[src/rtl/baud_ctrl_if.sv]
// Divisor-change handshake between the UART configuration master and baud_ctrl.
interface baud_ctrl_if #(
  parameter int BITS = 11
);
  logic            cfg_req;
  logic [BITS-1:0] cfg_div;
  logic            cfg_busy;
  logic            cfg_ack;
  logic            cfg_err;

  modport master (output cfg_req, cfg_div, input cfg_busy, cfg_ack, cfg_err);
  modport slave  (input cfg_req, cfg_div, output cfg_busy, cfg_ack, cfg_err);
endinterface

[src/rtl/baud_ctrl.sv]
// Baud timer controller: defers divisor changes until the link is idle, flushes the
// timer phase, and derives gated 16x sample ticks and a divide-by-16 bit tick.
module baud_ctrl #(
  parameter int BITS        = 11,
  parameter int DEFAULT_DIV = 650,
  parameter int MIN_DIV     = 1
) (
  input  logic            clk,
  input  logic            reset_n,
  baud_ctrl_if.slave      cfg,
  input  logic            link_busy,
  input  logic            os_clr,
  input  logic            tick,
  output logic            timer_enable,
  output logic [BITS-1:0] final_value,
  output logic [BITS-1:0] div_active,
  output logic            sample_tick,
  output logic            bit_tick
);

  typedef enum logic [1:0] {RUN, DRAIN, FLUSH} state_t;

  state_t          state, state_nxt;
  logic [BITS-1:0] div_pend;
  logic [3:0]      os_cnt;
  logic            accept, reject;
  logic            sample_evt;

  always_comb begin
    state_nxt = state;
    accept    = 1'b0;
    reject    = 1'b0;
    unique case (state)
      RUN: begin
        if (cfg.cfg_req) begin
          if (cfg.cfg_div >= BITS'(MIN_DIV)) begin
            accept    = 1'b1;
            state_nxt = DRAIN;
          end else begin
            reject = 1'b1;
          end
        end
      end
      DRAIN: begin
        reject = cfg.cfg_req;
        if (!link_busy) state_nxt = FLUSH;
      end
      FLUSH: begin
        reject    = cfg.cfg_req;
        state_nxt = RUN;
      end
      default: state_nxt = RUN;
    endcase
  end

  // A tick landing in the flush cycle belongs to the discarded timer phase.
  assign sample_evt = tick && (state != FLUSH);

  always_ff @(posedge clk or negedge reset_n) begin
    if (!reset_n) begin
      state        <= RUN;
      div_pend     <= BITS'(DEFAULT_DIV);
      div_active   <= BITS'(DEFAULT_DIV);
      final_value  <= BITS'(DEFAULT_DIV);
      timer_enable <= 1'b1;
      cfg.cfg_busy <= 1'b0;
      cfg.cfg_ack  <= 1'b0;
      cfg.cfg_err  <= 1'b0;
      sample_tick  <= 1'b0;
      bit_tick     <= 1'b0;
      os_cnt       <= '0;
    end else begin
      state        <= state_nxt;
      timer_enable <= 1'b1;
      cfg.cfg_busy <= (state_nxt != RUN);
      cfg.cfg_ack  <= (state == FLUSH);
      cfg.cfg_err  <= reject;
      if (accept) div_pend <= cfg.cfg_div;
      if (state == FLUSH) div_active <= div_pend;
      // Terminal value 0 during the flush cycle wraps the timer to Q=0 at its end.
      if (state_nxt == FLUSH)  final_value <= '0;
      else if (state == FLUSH) final_value <= div_pend;
      else                     final_value <= div_active;
      sample_tick <= sample_evt;
      bit_tick    <= sample_evt && !os_clr && (os_cnt == 4'hF);
      if (os_clr || (state == FLUSH)) os_cnt <= '0;
      else if (sample_evt)            os_cnt <= os_cnt + 4'd1;
    end
  end

endmodule

[src/flat_wrapper.sv]
// flat-port wrapper written by rule: the top's interface ports become plain ports
module baud_ctrl_flat 
#(
  parameter int BITS        = 11,
  parameter int DEFAULT_DIV = 650,
  parameter int MIN_DIV     = 1
)
  (clk, reset_n, link_busy, os_clr, tick, timer_enable, final_value, div_active, sample_tick, bit_tick, cfg_cfg_req, cfg_cfg_div, cfg_cfg_busy, cfg_cfg_ack, cfg_cfg_err);
  baud_ctrl_if #(.BITS(BITS)) cfg_i ();
  input  logic clk;
  input  logic reset_n;
  input  logic link_busy;
  input  logic os_clr;
  input  logic tick;
  output logic timer_enable;
  output logic [BITS-1:0] final_value;
  output logic [BITS-1:0] div_active;
  output logic sample_tick;
  output logic bit_tick;
  input wire logic [$bits(cfg_i.cfg_req)-1:0] cfg_cfg_req;
  input wire logic [$bits(cfg_i.cfg_div)-1:0] cfg_cfg_div;
  output wire logic [$bits(cfg_i.cfg_busy)-1:0] cfg_cfg_busy;
  output wire logic [$bits(cfg_i.cfg_ack)-1:0] cfg_cfg_ack;
  output wire logic [$bits(cfg_i.cfg_err)-1:0] cfg_cfg_err;
  assign cfg_i.cfg_req = cfg_cfg_req;
  assign cfg_i.cfg_div = cfg_cfg_div;
  assign cfg_cfg_busy = cfg_i.cfg_busy;
  assign cfg_cfg_ack = cfg_i.cfg_ack;
  assign cfg_cfg_err = cfg_i.cfg_err;
  baud_ctrl #(.BITS(BITS), .DEFAULT_DIV(DEFAULT_DIV), .MIN_DIV(MIN_DIV)) u_core (.clk(clk), .reset_n(reset_n), .cfg(cfg_i), .link_busy(link_busy), .os_clr(os_clr), .tick(tick), .timer_enable(timer_enable), .final_value(final_value), .div_active(div_active), .sample_tick(sample_tick), .bit_tick(bit_tick));
endmodule
[config.mk]
export PLATFORM = sky130hd
export DESIGN_NAME = baud_ctrl_flat
export DESIGN_NICKNAME = d
export VERILOG_FILES = /design/src/rtl/baud_ctrl_if.sv /design/src/rtl/baud_ctrl.sv /design/src/flat_wrapper.sv
export SDC_FILE = /design/constraint.sdc
export NUM_CORES = 1
export LEC_CHECK = 0
export CAP_MARGIN = 20
export CORE_ASPECT_RATIO = 0.6
export CORE_MARGIN = 2
export CORE_UTILIZATION = 47
export DETAILED_ROUTE_END_ITERATION = 10
export GPL_TIMING_DRIVEN = 0
export PLACE_DENSITY = 0.8
export SYNTH_ARGS = -nofsm -noshare
export SYNTH_HDL_FRONTEND = slang
export SYNTH_SLANG_ARGS = --single-unit
[constraint.sdc]
create_clock -name clk -period 2.1 [get_ports clk]
set_clock_uncertainty 0.2 [all_clocks]
set_input_delay 0.315 -clock clk [delete_from_list [all_inputs] [get_ports clk]]
set_output_delay 0.315 -clock clk [all_outputs]
set_load 0.05 [all_outputs]
==> results of run 1 <==
critical path: stages (launching register included):
cell and delay [ps]:
dfrtp_1 430, inv_1 110, ha_1 220, nand2_1 100, a31oi_2 260, buf_6 210, mux2_2 350
timing repair:
item	in CTS	in global routing
setup endpoints to repair	18	20
gates resized for setup	10	5
gates cloned	0	0
hold buffers	1	0
endpoints found under the hold margin	36	0
cell type report:
type / count / area (sq um) / share of cell area
repair buffers: 45 / 445 / 0.188
flip-flops and latches: 44 / 1120 / 0.471
clock buffers: 8 / 90.1 / 0.0380
well taps: 47 / 58.8 / 0.0248
multi-input cells: 69 / 607 / 0.256
plain buffers: 5 / 36.3 / 0.0153
inverters: 4 / 15.0 / 0.00634
sequential cells by signal (all words and copies together) (netlist names):
name,count
u_core.cfg.cfg_busy,1
u_core.cfg.cfg_ack,1
u_core.div_pend,11
u_core.os_cnt,4
u_core.state,2
u_core.final_value,11
u_core.sample_tick,1
u_core.bit_tick,1
u_core.div_active,11
u_core.cfg.cfg_err,1
per-layer routing:
metal | global-route usage | up-vias
met5 | 0 | -
met4 | 0.0944 | 0
met3 | 0.0618 | 9
met1 | 0.250 | 543
li1 | - | 525
met2 | 0.308 | 31
stage by stage:
step / hold slack (ps) / cells / area (sq um) / setup WS [ps] / TNS, ps
3_3_place_gp: 286 / 212 / 2220 / -513 / -22850
5_1_grt: 250 / 222 / 2370 / -9.73 / -14.9
2_1_floorplan: -181 / 122 / 1740 / 316 / 0
6_report: 219 / 222 / 2370 / 111 / 0
3_5_place_dp: 2.30 / 213 / 2240 / -436 / -7840
4_1_cts: 220 / 222 / 2340 / 36.8 / 0
cells by family (layout without fill, tap and decap cells):
group / count (synthesis) / in the layout / synth area share
fa+ha+maj: 5 / 5 / 0.0360
simple gates: 22 / 22 / 0.0620
mux: 23 / 23 / 0.149
buf+inv: 9 / 62 / 0.0296
compound gates: 15 / 15 / 0.0634
other cells: 1 / 1 / 0.00216
xor+xnor: 3 / 3 / 0.0151
flops: 44 / 44 / 0.643
path summary, 6_finish.rpt:
kind,to,slack (ps)
hold reg to reg,u_core.div_pend[10],310
hold / removal,u_core.final_value[6],220
setup / recovery,u_core.div_pend[4],110
max in group asynchronous,u_core.final_value[9],950
setup reg to reg,u_core.div_pend[4],110
min in group clk,u_core.div_pend[10],310
synthesized netlist by cell type, types with 2 or more instances:
library cell  number
nor2_1             6
dfrtp_1           32
buf_2              2
nor4_1             2
buf_4              2
ha_1               5
xor2_1             2
mux2_2            22
dfstp_2           12
nand4_1            2
inv_1              4
a21boi_0          11
nor3_1             3
nand2_1            4
power by group through the flow:
stage / logic [mW] / clock network (mW) / registers [mW]
2_1_floorplan: 0.650 / 0 / 2.34
3_3_place_gp: 2.16 / 0 / 1.48
3_5_place_dp: 2.21 / 0 / 1.50
4_1_cts: 2.17 / 0.540 / 1.49
5_1_grt: 2.31 / 0.586 / 1.54
6_report: 2.17 / 0.533 / 1.48
==> reports/results.txt, run 1 <==
Met3 Routed Length -> 177 um
TritonCTS buffer count -> 5
diode count -> 0
met1 wire length -> 1.54 mm
num ports -> 45
CTS tree -> built
largest net degree at the start of global routing -> 35
Hold Path Class -> primary input to asynchronous set/reset pin
Worst Setup Start Kind -> flip-flop
Worst-Margin Slew -> 514 ps
via count -> 1,108
Synth Cell Area -> 1740 sq um
most common cell after layout, fill and taps aside -> clkdlybuf4s50_1
number of global-route vias before repair -> 1,199
clk buf depth -> 2
NetSw -> 1.81 mW
fin nets -> 196
Post-CTS Setup Inserts -> 0
top routing layer in use -> met4
# clock sinks -> 44
met2 wire length -> 1.63 mm
Period Utilization, post-route -> 0.947
Mapped Nets -> 144
Global Route Usage Sum -> 0.197
Synth top area share -> 0.461
fin crit period -> 1990 ps
root buffer cell -> clkbuf_8
Final Wtd Congestion -> 0.929
Core Region -> 3590 sq um
outcome -> finished clean
drt first-iter violations -> 55
sw frac -> 0.433
fin. max-slew vios -> 0
PortBufs -> 43
wire length per cell -> 15.4 um
initial antenna violation count -> 0
top post-synthesis cells by area -> dfrtp_1 46%, dfstp_2 18%, mux2_2 14%
layout cells sized above 1 -> 0.291
Gate power share -> 0.518
clk slew on worst S/H paths -> 80 ps
Critical Path RT -> 2080 ps
YS warnings -> 0
global-route wire length before repair -> 5.89 mm
Max Fclk -> 503 MHz
final core occ -> 0.659
Setup violations, final -> 0
kind of critical path -> flip-flop to flip-flop
register area share after synthesis -> 0.643
Tot Pwr -> 4.18 mW
final WL -> 3.42 mm
Die Ht -> 51.1 um
DRC -> 0
Post-synth EDFFs -> 0
Rel. slew slack -> 0.659
pwr/cell area -> 1770 nW/um^2
Routed Antenna Nets -> 0
cell taking the most area after synthesis -> dfrtp_1
static leakage -> 1.02 nW
Mapped Cells -> 122
Starting Density -> 0.483
sequential share of power -> 0.355
Distinct cells, synth -> 27
clock power share -> 0.128
Critical Path Fanout Max -> 10
Seq cells post-synth -> 44
clock latency on the worst-skew pair -> 290 ps
H-Tree Depth -> 2
DPL Wire Length -> 2.44 mm
Max VDD drop -> 1.26 mV
Power Internal -> 2.37 mW
most frequent cells in the layout -> 34 x clkdlybuf4s50_1, 32 x dfrtp_1, 22 x mux2_2, 12 x dfstp_2, 10 x a21boi_0
DIE WIDTH -> 82.4 um
die area -> 4210 sq um
Critical Path End Type -> flip-flop
r2r startpoint -> u_core.state[1]
MaxCap Viol Count -> 0
reg2reg path depth -> 6
drt pass-1 iters -> 4
Vias per Instance -> 4.99
Critical Path Source -> u_core.state[1]
Area growth syn-to-layout -> 36.5%
Worst EP arrival -> 1970 ps
Hold Fails Final Rpt -> 0
Syn Area/Cell -> 14.2 sq um
asr flop ratio synth -> 1.00
row count -> 17
top_reg_cell synth -> dfrtp_1
fill cell count -> 261
Remaining Overflow, GRT -> 0
Note: power is estimated with default switching activity, not from simulation.
==> run 2: changes to the inputs <==
--- a/config.mk
+++ b/config.mk
@@ -11,7 +11,7 @@
 export CORE_UTILIZATION = 47
 export DETAILED_ROUTE_END_ITERATION = 10
 export GPL_TIMING_DRIVEN = 0
-export PLACE_DENSITY = 0.8
+export PLACE_DENSITY_LB_ADDON = 0.08
 export SYNTH_ARGS = -nofsm -noshare
 export SYNTH_HDL_FRONTEND = slang
 export SYNTH_SLANG_ARGS = --single-unit
==> reports/results.txt, run 2 (synthesis results as in run 1) <==
H-Tree Depth -> 2 (unchanged)
diode count -> 0 (unchanged)
fin. max-slew vios -> 0 (unchanged)
layout cells sized above 1 -> 0.291 (unchanged)
clock power share -> 0.128 (about the same)
Post-CTS Setup Inserts -> 0 (unchanged)
row count -> 17 (unchanged)
Global Route Usage Sum -> 0.193 (-0.00417)
Die Ht -> 51.1 um (unchanged)
DIE WIDTH -> 82.4 um (unchanged)
RSZ-0062 raised after global routing -> false
fin cells -> 222 (unchanged)
most common cell after layout, fill and taps aside -> clkdlybuf4s50_1
number of global-route vias before repair -> 1,162 (-3.1%)
MaxCap Viol Count -> 0 (unchanged)
dpl cells -> 213 (unchanged)
Power Internal -> 2.37 mW (about the same)
Area growth syn-to-layout -> 36.5% (unchanged)
static leakage -> 1.02 nW (about the same)
Critical Path End Type -> flip-flop
clock latency on the worst-skew pair -> 290 ps (about the same)
Largest regs -> u_core.div_active: 11 flops, u_core.div_pend: 11 flops, u_core.final_value: 11 flops
sequential share of power -> 0.356 (about the same)
r2r startpoint -> u_core.state[0]
most frequent cells in the layout -> 34 x clkdlybuf4s50_1, 32 x dfrtp_1, 22 x mux2_2, 12 x dfstp_2, 11 x a21boi_0
Critical Path RT -> 2080 ps (about the same)
Tot Pwr -> 4.18 mW (-0.14%)
Critical Path Fanout Max -> 10 (unchanged)
drt pass-1 iters -> 3 (-1)
Rel. slew slack -> 0.666 (+0.00760)
fill cell count -> 271 (+3.8%)
fin crit period -> 1990 ps (-1.89 ps)
DRC -> 0 (unchanged)
reg2reg path depth -> 6 (unchanged)
Max VDD drop -> 1.03 mV (-19%)
final WL -> 3.48 mm (+1.5%)
Period Utilization, post-route -> 0.946 (about the same)
die area -> 4210 sq um (unchanged)
flop2flop setup slack -> 110 ps (about the same)
clk buf depth -> 2 (unchanged)
pwr/cell area -> 1760 nW/um^2 (-0.14%)
Worst EP arrival -> 1970 ps (about the same)
Max Fclk -> 503 MHz (about the same)
root buffer cell -> clkbuf_8
Worst-Margin Slew -> 499 ps (-15.0 ps)
Vias per Instance -> 5.01 (+0.45%)
num ports -> 45 (unchanged)
via count -> 1,113 (+0.45%)
wire length per cell -> 15.7 um (+1.5%)
worst slack, placed -> -484 ps (-48.5 ps)
Worst R2R End -> u_core.div_pend[4]
Post-Place Cell Area -> 2240 sq um (unchanged)
initial antenna violation count -> 0 (unchanged)
Setup violations, final -> 0 (unchanged)
outcome -> finished clean
Hold Fails Final Rpt -> 0 (unchanged)
DPL Wire Length -> 2.45 mm (+0.45%)
Final Wtd Congestion -> 0.777 (-16%)
Core Region -> 3590 sq um (unchanged)
Worst Setup Start Kind -> flip-flop
Starting Density -> 0.483 (unchanged)
largest net degree at the start of global routing -> 31 (-11%)
drt first-iter violations -> 43 (-22%)
Remaining Overflow, GRT -> 0 (unchanged)
Routed Antenna Nets -> 0 (unchanged)
post-route cell area -> 2370 sq um (unchanged)
TritonCTS buffer count -> 5 (unchanged)
clk slew on worst S/H paths -> 80 ps (about the same)
# clock sinks -> 44 (unchanged)
kind of critical path -> flip-flop to flip-flop
CTS tree -> built
Hold Path Class -> primary input to asynchronous set/reset pin
global-route wire length before repair -> 5.66 mm (-3.8%)
fin nets -> 196 (unchanged)
NetSw -> 1.81 mW (-0.24%)
Gate power share -> 0.516 (-0.002)
final setup margin -> 113 ps (+1.89 ps)
PortBufs -> 43 (unchanged)
sw frac -> 0.433 (-0.000435)
## run 2: cell count changes in the layout (fill, tap and decap cells not counted)
cell	change
a21boi_0	+1
a21boi_1	-1
## run 2: final cells by class
type / instances / area, sq um / share of cell area
inverter: 4 / 15.0 / 0.00634
sequential: 44 / 1120 / 0.471
timing repair buffer: 45 / 445 / 0.188
multi-input combinational: 69 / 607 / 0.256
buffer: 5 / 36.3 / 0.0153
tap: 47 / 58.8 / 0.0248
clock buffer: 8 / 90.1 / 0.0380
## run 2: stage by stage
stage	hold WS [ps]	utilization	TNS, ps
final	252	0.659	0
after global routing	279	0.659	0
after CTS	257	0.652	0
after detailed placement	45.8	0.623	-9250
after global placement	285	0.619	-25810
after floorplan	-181	-	0
## run 2: worst max-delay path, stage by stage (launching register included)
cell	delay [ps]
dfrtp_1	410
inv_1	110
ha_1	210
nand2_1	100
a31oi_2	290
buf_6	220
mux2_2	340
## run 2: how the worst max path moves through the flow
stage / from / end / slack, ps / depth (start not counted)
2_1_floorplan: u_core.state[0] / u_core.div_pend[10] / 320 / 6
3_3_place_gp: reset_n / u_core.sample_tick / -520 / 1
3_5_place_dp: cfg_cfg_div[9] / u_core.final_value[6] / -480 / 6
4_1_cts: cfg_cfg_div[9] / u_core.final_value[6] / 30 / 6
5_1_grt: u_core.state[0] / u_core.div_pend[5] / 4 / 6
6_report: u_core.state[0] / u_core.div_pend[4] / 110 / 6
## run 2: power groups by stage
| stage | sequential, mW | combinational, mW | clock, mW |
|---|---|---|---|
| 2_1_floorplan | 2.34 | 0.650 | 0 |
| 3_3_place_gp | 1.48 | 2.18 | 0 |
| 3_5_place_dp | 1.51 | 2.21 | 0 |
| 4_1_cts | 1.49 | 2.16 | 0.550 |
| 5_1_grt | 1.54 | 2.30 | 0.588 |
| 6_report | 1.49 | 2.16 | 0.536 |
## run 2: per-layer routing
metal | track usage | share of wire | vias to the layer above
met5 | 0 | 0 | -
met4 | 0.108 | 0.017 | 0
met3 | 0.0618 | 0.055 | 9
met2 | 0.272 | 0.44 | 33
met1 | 0.263 | 0.48 | 543
li1 | - | - | 528
## run 2: timing repair
action,CTS,global route
setup endpoints to repair,29,10
gates resized for setup,10,4
hold buffers,1,0
endpoints found under the hold margin,9,0
==> run 3: changes to the inputs <==
--- a/config.mk
+++ b/config.mk
@@ -10,6 +10,7 @@
 export CORE_MARGIN = 2
 export CORE_UTILIZATION = 47
 export DETAILED_ROUTE_END_ITERATION = 10
+export GPL_ROUTABILITY_DRIVEN = 0
 export GPL_TIMING_DRIVEN = 0
 export PLACE_DENSITY_LB_ADDON = 0.08
 export SYNTH_ARGS = -nofsm -noshare
==> results of run 3 <==
No change in the layout: final DEF, timing and power equal those of run 2.
